### src/rtl/uart_cmd_parser.sv
// uart_cmd_parser
//   Parses 5-byte command frames {SYNC_BYTE, OP, A, B, CHK} from a UART
//   receiver byte stream. A frame is good when CHK == OP ^ A ^ B and the upper
//   opcode nibble is zero. A good frame loads cmd_* and pulses cmd_valid. A bad
//   frame, or too long a gap between bytes inside a frame, pulses frame_err.
//
// Ports
//   clk        : system clock, rising edge
//   rst        : asynchronous active-high reset
//   data_in    : received byte
//   data_valid : one-cycle strobe, data_in holds a new byte
//   cmd_valid  : one-cycle pulse, a good frame was accepted
//   cmd_op     : opcode (OP[3:0]) of the last good frame
//   cmd_a      : operand A of the last good frame
//   cmd_b      : operand B of the last good frame
//   frame_err  : one-cycle pulse on checksum, opcode-format or timeout error
//   err_count  : saturating count of frame_err pulses
//   busy       : high while a frame is in progress (state != WAIT_SYNC)
//
// State     | meaning
// ----------+-------------------------------------------------
// WAIT_SYNC | idle, discarding bytes until SYNC_BYTE arrives
// GET_OP    | waiting for the opcode byte
// GET_A     | waiting for operand A
// GET_B     | waiting for operand B
// GET_CHK   | waiting for the checksum byte, then judge the frame

module uart_cmd_parser #(
  parameter logic [7:0] SYNC_BYTE    = 8'hA5,
  parameter int         TIMEOUT_CLKS = 5_000_000
) (
  input  logic       clk,
  input  logic       rst,
  input  logic [7:0] data_in,
  input  logic       data_valid,
  output logic       cmd_valid,
  output logic [3:0] cmd_op,
  output logic [7:0] cmd_a,
  output logic [7:0] cmd_b,
  output logic       frame_err,
  output logic [7:0] err_count,
  output logic       busy
);

  // One spare bit so TIMEOUT_CLKS-1 always fits; the counter is cleared on
  // the timeout cycle, so it never reaches the top of its range.
  localparam int                CNT_W     = $clog2(TIMEOUT_CLKS) + 1;
  localparam logic [CNT_W-1:0]  IDLE_LAST = CNT_W'(TIMEOUT_CLKS - 1);

  typedef enum logic [2:0] {
    WAIT_SYNC,
    GET_OP,
    GET_A,
    GET_B,
    GET_CHK
  } state_t;

  state_t           state, state_n;
  logic [7:0]       op_q, a_q, b_q;
  logic [CNT_W-1:0] idle_cnt;
  logic             timeout;
  logic             frame_good;
  logic             cmd_valid_n;
  logic             frame_err_n;

  assign busy = (state != WAIT_SYNC);

  // A byte arriving on the timeout cycle takes priority over the timeout.
  assign timeout    = busy && !data_valid && (idle_cnt == IDLE_LAST);
  assign frame_good = (data_in == (op_q ^ a_q ^ b_q)) && (op_q[7:4] == 4'h0);

  always_ff @(posedge clk or posedge rst) begin
    if (rst) state <= WAIT_SYNC;
    else     state <= state_n;
  end

  always_comb begin
    state_n     = state;
    cmd_valid_n = 1'b0;
    frame_err_n = 1'b0;
    if (timeout) begin
      state_n     = WAIT_SYNC;
      frame_err_n = 1'b1;
    end else if (data_valid) begin
      case (state)
        WAIT_SYNC: if (data_in == SYNC_BYTE) state_n = GET_OP;
        GET_OP:    state_n = GET_A;
        GET_A:     state_n = GET_B;
        GET_B:     state_n = GET_CHK;
        GET_CHK: begin
          state_n = WAIT_SYNC;
          if (frame_good) cmd_valid_n = 1'b1;
          else            frame_err_n = 1'b1;
        end
        default:   state_n = WAIT_SYNC;
      endcase
    end
  end

  // Shadow registers for the frame body.
  always_ff @(posedge clk or posedge rst) begin
    if (rst) begin
      op_q <= 8'h00;
      a_q  <= 8'h00;
      b_q  <= 8'h00;
    end else if (data_valid) begin
      case (state)
        GET_OP:  op_q <= data_in;
        GET_A:   a_q  <= data_in;
        GET_B:   b_q  <= data_in;
        default: ;
      endcase
    end
  end

  // Inter-byte idle counter.
  always_ff @(posedge clk or posedge rst) begin
    if (rst)                                      idle_cnt <= '0;
    else if (data_valid || state_n == WAIT_SYNC)  idle_cnt <= '0;
    else if (busy)                                idle_cnt <= idle_cnt + CNT_W'(1);
  end

  // Result outputs, registered one cycle after the judging cycle.
  always_ff @(posedge clk or posedge rst) begin
    if (rst) begin
      cmd_valid <= 1'b0;
      frame_err <= 1'b0;
      cmd_op    <= 4'h0;
      cmd_a     <= 8'h00;
      cmd_b     <= 8'h00;
      err_count <= 8'h00;
    end else begin
      cmd_valid <= cmd_valid_n;
      frame_err <= frame_err_n;
      if (cmd_valid_n) begin
        cmd_op <= op_q[3:0];
        cmd_a  <= a_q;
        cmd_b  <= b_q;
      end
      // Count moves on the same edge that raises frame_err.
      if (frame_err_n && err_count != 8'hFF) err_count <= err_count + 8'h01;
    end
  end

endmodule
### config.mk
export PLATFORM = sky130hd
export DESIGN_NAME = uart_cmd_parser
export DESIGN_NICKNAME = d
export VERILOG_FILES = /design/src/rtl/uart_cmd_parser.sv
export SDC_FILE = /design/constraint.sdc
export NUM_CORES = 1
export LEC_CHECK = 0
export BUFFER_PORTS_ARGS = -buffer_cell sky130_fd_sc_hd__buf_2
export CAP_MARGIN = 20
export CORE_ASPECT_RATIO = 1.75
export CORE_MARGIN = 2
export CORE_UTILIZATION = 40
export CTS_CLUSTER_DIAMETER = 30
export DETAILED_ROUTE_END_ITERATION = 7
export GPL_TIMING_DRIVEN = 0
export PLACE_DENSITY = 0.56
export SYNTH_ARGS = -nofsm -noshare
export SYNTH_HDL_FRONTEND = slang
export SYNTH_SLANG_ARGS = --single-unit
### constraint.sdc
create_clock -name clk -period 2.7 [get_ports clk]
set_input_delay 0.81 -clock clk [delete_from_list [all_inputs] [get_ports clk]]
set_output_delay 0.81 -clock clk [all_outputs]
set_load 0.01 [all_outputs]
==> results of run 1 <==
## stage by stage
| step | utilization | setup WS, ns | instances | total power, uW | area (sq um) |
|---|---|---|---|---|---|
| floorplan | - | 0.427 | 304 | 2380 | 3740 |
| global placement | 0.450 | 0.0647 | 464 | 2590 | 4090 |
| detailed placement | 0.454 | 0.0360 | 466 | 2620 | 4130 |
| CTS | 0.487 | 0.394 | 482 | 3850 | 4430 |
| global route | 0.487 | 0.267 | 482 | 4020 | 4430 |
| finish | 0.487 | 0.424 | 482 | 3780 | 4430 |
## power breakdown
| group | internal, uW | total, uW | switching (uW) | leakage [uW] |
|---|---|---|---|---|
| combinational | 487 | 955 | 468 | 0.000842 |
| clock | 734 | 1200 | 471 | 0.000148 |
| sequential | 1440 | 1620 | 182 | 0.00108 |
## registers in the layout, indices dropped and copies added (netlist names)
| signal | count |
|---|---|
| state | 3 |
| cmd_op | 4 |
| cmd_b | 8 |
| a_q | 8 |
| b_q | 8 |
| idle_cnt | 24 |
| cmd_a | 8 |
| frame_err | 1 |
| cmd_valid | 1 |
| err_count | 8 |
| op_q | 8 |
## logic make-up after synthesis
logic type      after synthesis
xor+xnor                     48
flops                        81
mux                          48
buf+inv                      15
compound gates               15
simple gates                 95
fa+ha+maj                     2
## how the worst max path moves through the flow
stage | start | endpoint | slack (ns)
floorplan | data_valid | err_count[7] | 0.43
global placement | data_in[1] | cmd_op[2] | 0.06
detailed placement | data_in[0] | cmd_a[4] | 0.04
CTS | data_in[0] | cmd_a[4] | 0.39
global route | data_in[0] | cmd_op[0] | 0.27
finish | data_in[0] | cmd_a[4] | 0.42
## routing by layer
metal | vias up | wire length (um) | track usage
met5 | - | 0 | 0
met4 | 0 | 215 | 0.0873
met3 | 16 | 223 | 0.0370
met2 | 41 | 4010 | 0.292
met1 | 1208 | 2840 | 0.167
li1 | 1160 | - | -
## worst reg2reg max path, delay by kind of cell (launching register included)
kind	cells	cell delay [ns]
flops	1	0.40
buf+inv	1	0.24
mux	1	0.35
simple gates	4	1.08
## cell usage after synthesis (3+ instances only)
| master | instances | share of area |
|---|---|---|
| dfrtp_1 | 81 | 0.54 |
| nor2_1 | 30 | 0.030 |
| xnor2_1 | 30 | 0.070 |
| mux2_2 | 24 | 0.072 |
| mux2_1 | 22 | 0.066 |
| xor2_1 | 18 | 0.042 |
| nand2_1 | 10 | 0.010 |
| and3_1 | 8 | 0.013 |
| nand3_1 | 8 | 0.011 |
| nand4_1 | 7 | 0.012 |
| nor3_1 | 7 | 0.0094 |
| buf_4 | 6 | 0.012 |
| a21oi_1 | 4 | 0.0054 |
| inv_1 | 4 | 0.0040 |
| o211ai_1 | 4 | 0.0080 |
| buf_2 | 3 | 0.0040 |
| nand2b_1 | 3 | 0.0050 |
| nor4_1 | 3 | 0.0050 |
## final cells by class
cell class	instances	area, sq um	area share
Clock inverter	6	57.6	0.0130
Timing Repair Buffer	42	240	0.0543
Inverter	4	18.8	0.00424
Buffer	11	67.6	0.0153
Multi-Input combinational cell	208	1630	0.367
Tap cell	120	150	0.0339
Clock buffer	10	239	0.0540
Sequential cell	81	2030	0.458
==> flow_summary.yaml, run 1 <==
status:
  status: "finished clean"
setup_path:
  rrSetupSlack_ns: 0.51
  timing.critical_path.buf_inv: 2
  timing.rr.start: "op_q[5]"
  crit_required_ns: 2.92
  crit_slowest_cell: "nor4_4"
  cp_cell_sequence: "buf_2 > xor2_1 > xnor2_1 > nor4_4 > nand3_1 > nor2_2 > buf_4 > mux2_1"
  critPathKind: "primary input to flop"
  path_depth: 8
  cp_top_family: "simple AND/OR/NAND/NOR gates"
  cp.arrival_ns: 2.49
  max_stage_delay_ns: 0.35
  cp_max_fo: 10
  cp-start-kind: "primary input"
  crit_path_end_kind: "flop"
  rr_worst_depth: 6
  r2r-end: "cmd_a[4]"
yosys:
  synth-xor-area-share: 0.113
  ys.flop_type: "dfrtp_1"
  yosys.area_share.simple: 0.142
  synth_top_family_by_area: "multiplexers"
  ys_seq_area_frac: 0.543
  syn_nets: 317
  synthCells: 304
  synth.area.mux_share: 0.145
  synth_fa_ha_area_frac: 0.00670
  async_flop_share: 1.00
  ys_types: 45
  synth_compound_area_frac: 0.0291
  synth_edf_count: 0
  yosysWarningCount: 0
  postSynthAreaPerCell_sq_um: 12.3
  ys_ff_latch: 81
  syn_area_sq_mm: 0.00374
die:
  dieArea_sq_mm: 0.0102
  start_util: 0.411
  die_w_um: 77.1
  die_h_um: 132
  row_count: 46
  io_pins: 42
  core_sq_mm: 0.00909
clock_network:
  cts.sinks: 81
  cts_made_buffers: 9
  clock-root-buffer: "clkbuf_16"
  cts_setup_buffers: 0
  cts-resized-gates: 0
  clk_latency_ns: 0.34
  hold_buffers: 0
  h-tree-depth: 3
  cts.clk_slew.worst_paths_ns: 0.06
  cts_tree: "yes"
  cts_buffer_depth: 2
flow_run:
  cap_violations: 0
global_routing:
  grt_pass1_vias: 2583
  grt_start_max_net_pins: 32
  antenna_found_initial: 0
  grt_use_total: 0.160
  grt-ovfl-total: 0
  grt_pass1_wl_mm: 12.6
timing:
  hold_ws_ns: 0.476
  maxSlewViolCount: 0
  fmax_ghz: 0.439
  fin_crit_ns: 2.28
  rsz0062_at_grt: "no"
  setup_viol: 0
  min_period_over_period: 0.843
  hold_viol: 0
  timing.slew.headroom: 0.473
  fin_tns_setup_ns: 0
  finalClockSkew_ns: 0.00813
  worst-slew-pin-transition_ns: 0.786
route:
  vias: 2425
  drc_errors: 0
  avgRoutedWirePerCell_um: 15.1
  drt_iter0_drc: 75
  wl_mm: 7.30
  viasPerCell: 5.03
  first_pass_iters: 4
  ant_nets: 0
placement:
  port_buffers: 40
  dp_hpwl_mm: 5.39
  place_congestion: 0.789
min_path:
  holdPathStages: 1
  holdCritStartpoint: "cmd_op[3]"
  hold_path.class: "flop to flop"
  min_delay_worst_endpoint: "cmd_op[3]"
pwr:
  vdd_ir_drop_max_mv: 0.470
  power_density_mw_per_mm2: 854
  leakagePower_uw: 0.00207
cells_and_area:
  fillers: 882
  most-common-layout-cells: "dfrtp_1, buf_2, xnor2_1, nor2_1, mux2_2"
  antenna_cells: 0
  drive_gt1_frac: 0.279
  nets: 370
  syn_to_final_growth_pct: 18.5
  final_common_cell: "dfrtp_1"
(Power assumes the default switching activity.)
==> inputs of run 2 (changes only) <==
PLACE_DENSITY = 0.54   (was 0.56)
clock period = 2.19 ns   (was 2.7 ns; I/O delays follow)
==> flow_summary.yaml, run 2 (same netlist as run 1, synthesis figures left out) <==
min_path:
  hold_path.class: "primary input to async pin"
timing:
  fin_crit_ns: 2.19
  fin_tns_setup_ns: 0
  timing.slew.headroom: 0.433
  setup_viol: 0
  rsz0062_at_grt: "yes"
  min_period_over_period: 0.998
  fmax_ghz: 0.458
  finalClockSkew_ns: 0.00949
  hold_viol: 0
  worst-slew-pin-transition_ns: 0.846
  maxSlewViolCount: 0
setup_path:
  critPathKind: "flop to flop"
  crit_path_end_kind: "flop"
  crit_slowest_cell: "or4_4"
  cp.arrival_ns: 2.41
  crit_required_ns: 2.41
  rrSetupSlack_ns: 0.005
  cp-start-kind: "flop"
  cp_cell_sequence: "or4_4 > nor4_4 > nand3_2 > nor2_4 > buf_8 > mux2_1"
  cp_top_family: "simple AND/OR/NAND/NOR gates"
  cp_max_fo: 10
  max_stage_delay_ns: 0.54
  timing.critical_path.buf_inv: 1
cells_and_area:
  syn_to_final_growth_pct: 23.4
  antenna_cells: 0
  top_register: "idle_cnt"
  multiInputGateArea_sq_mm: 0.00173
  nets: 372
  most-common-layout-cells: "dfrtp_1, buf_2, xnor2_1, nor2_1, mux2_2"
  drive_gt1_frac: 0.330
  largest_reg_flops: 24
  final_common_cell: "dfrtp_1"
  fillers: 856
  seqCellArea_sq_mm: 0.00203
clock_network:
  cts_made_buffers: 9
  clk_latency_ns: 0.34
  clock-root-buffer: "clkbuf_16"
  h-tree-depth: 3
  cts.clk_slew.worst_paths_ns: 0.06
  cts_tree: "yes"
  cts_buffer_depth: 2
  cts.sinks: 81
pwr:
  vdd_ir_drop_max_mv: 0.528
  leakagePower_uw: 0.00212
  power_density_mw_per_mm2: 1070
  fin_total_pwr_uw: 4940
status:
  status: "finished clean"
die:
  row_count: 46
  core_sq_mm: 0.00909
  io_pins: 42
  die_w_um: 77.1
  start_util: 0.411
  die_h_um: 132
  dieArea_sq_mm: 0.0102
route:
  drc_errors: 0
  first_pass_iters: 4
  vias: 2442
  avgRoutedWirePerCell_um: 16.1
  wl_mm: 7.79
  viasPerCell: 5.05
  ant_nets: 0
  drt_iter0_drc: 72
placement:
  dp_hpwl_mm: 5.34
  place_congestion: 0.798
  port_buffers: 40
global_routing:
  grt_use_total: 0.162
  grt_pass1_vias: 2496
  grt_pass1_wl_mm: 12.7
  grt_start_max_net_pins: 31
  grt-ovfl-total: 0
  antenna_found_initial: 0
flow_run:
  cap_violations: 0
-- run 2: changes by cell type in the layout (fill, tap and decap cells not counted), sizes merged --
cell,change
bufinv,+1
clkbuf,+3
clkinv,-2
-- run 2: timing repair --
action | in CTS | in global routing
buffers inserted | 0 | 1
gates cloned | 0 | 1
setup endpoints to repair | 22 | 43
gates resized for setup | 2 | 24
hold buffers | 0 | 0
endpoints found under the hold margin | 0 | 0
-- run 2: report_power, final --
part / switching (uW) / internal (uW)
sequential: 236 / 1770
combinational: 646 / 626
clock: 599 / 1060
total: 1480 / 3460
-- run 2: area by class of cell --
| type | instances | area share |
|---|---|---|
| plain buffers | 11 | 0.0185 |
| clock buffers | 11 | 0.0548 |
| clock inverters | 5 | 0.0168 |
| inverters | 4 | 0.00407 |
| multi-input cells | 208 | 0.374 |
| flip-flops and latches | 81 | 0.440 |
| well taps | 120 | 0.0326 |
| repair buffers | 44 | 0.0592 |
-- run 2: final timing paths --
kind | from | to | cells after the start
setup / recovery | op_q[5] | cmd_b[1] | 6
hold / removal | rst | b_q[4] | 2
setup reg to reg | op_q[5] | cmd_b[1] | 6
hold reg to reg | idle_cnt[0] | idle_cnt[0] | 1
max in group asynchronous | rst | state[2] | 4
min in group clk | idle_cnt[0] | idle_cnt[0] | 1
-- run 2: per-layer routing --
layer	vias up	global-route usage	wire length, um
li1	1169	-	-
met1	1232	0.171	3070
met2	30	0.298	4340
met3	11	0.0356	207
met4	0	0.0774	172
met5	-	0	0
-- run 2: through the flow --
| stage | hold slack (ns) | instance area [sq um] | cells | setup WS [ns] | util |
|---|---|---|---|---|---|
| after global routing | 0.475 | 4610 | 484 | -0.0721 | 0.507 |
| after CTS | 0.429 | 4470 | 482 | -0.00728 | 0.492 |
| after floorplan | 0.424 | 3740 | 304 | 0.0695 | - |
| after global placement | 0.442 | 4090 | 464 | -0.466 | 0.450 |
| final | 0.414 | 4610 | 484 | 0.00493 | 0.507 |
| after detailed placement | 0.447 | 4130 | 466 | -0.461 | 0.454 |
-- run 2: worst register-to-register path: cells and delay by family (launching register included) --
| kind | cells | cell delay, ns |
|---|---|---|
| AND/OR/NAND/NOR | 4 | 1.15 |
| multiplexers | 1 | 0.34 |
| buffers and inverters | 1 | 0.19 |
| flip-flops | 1 | 0.40 |
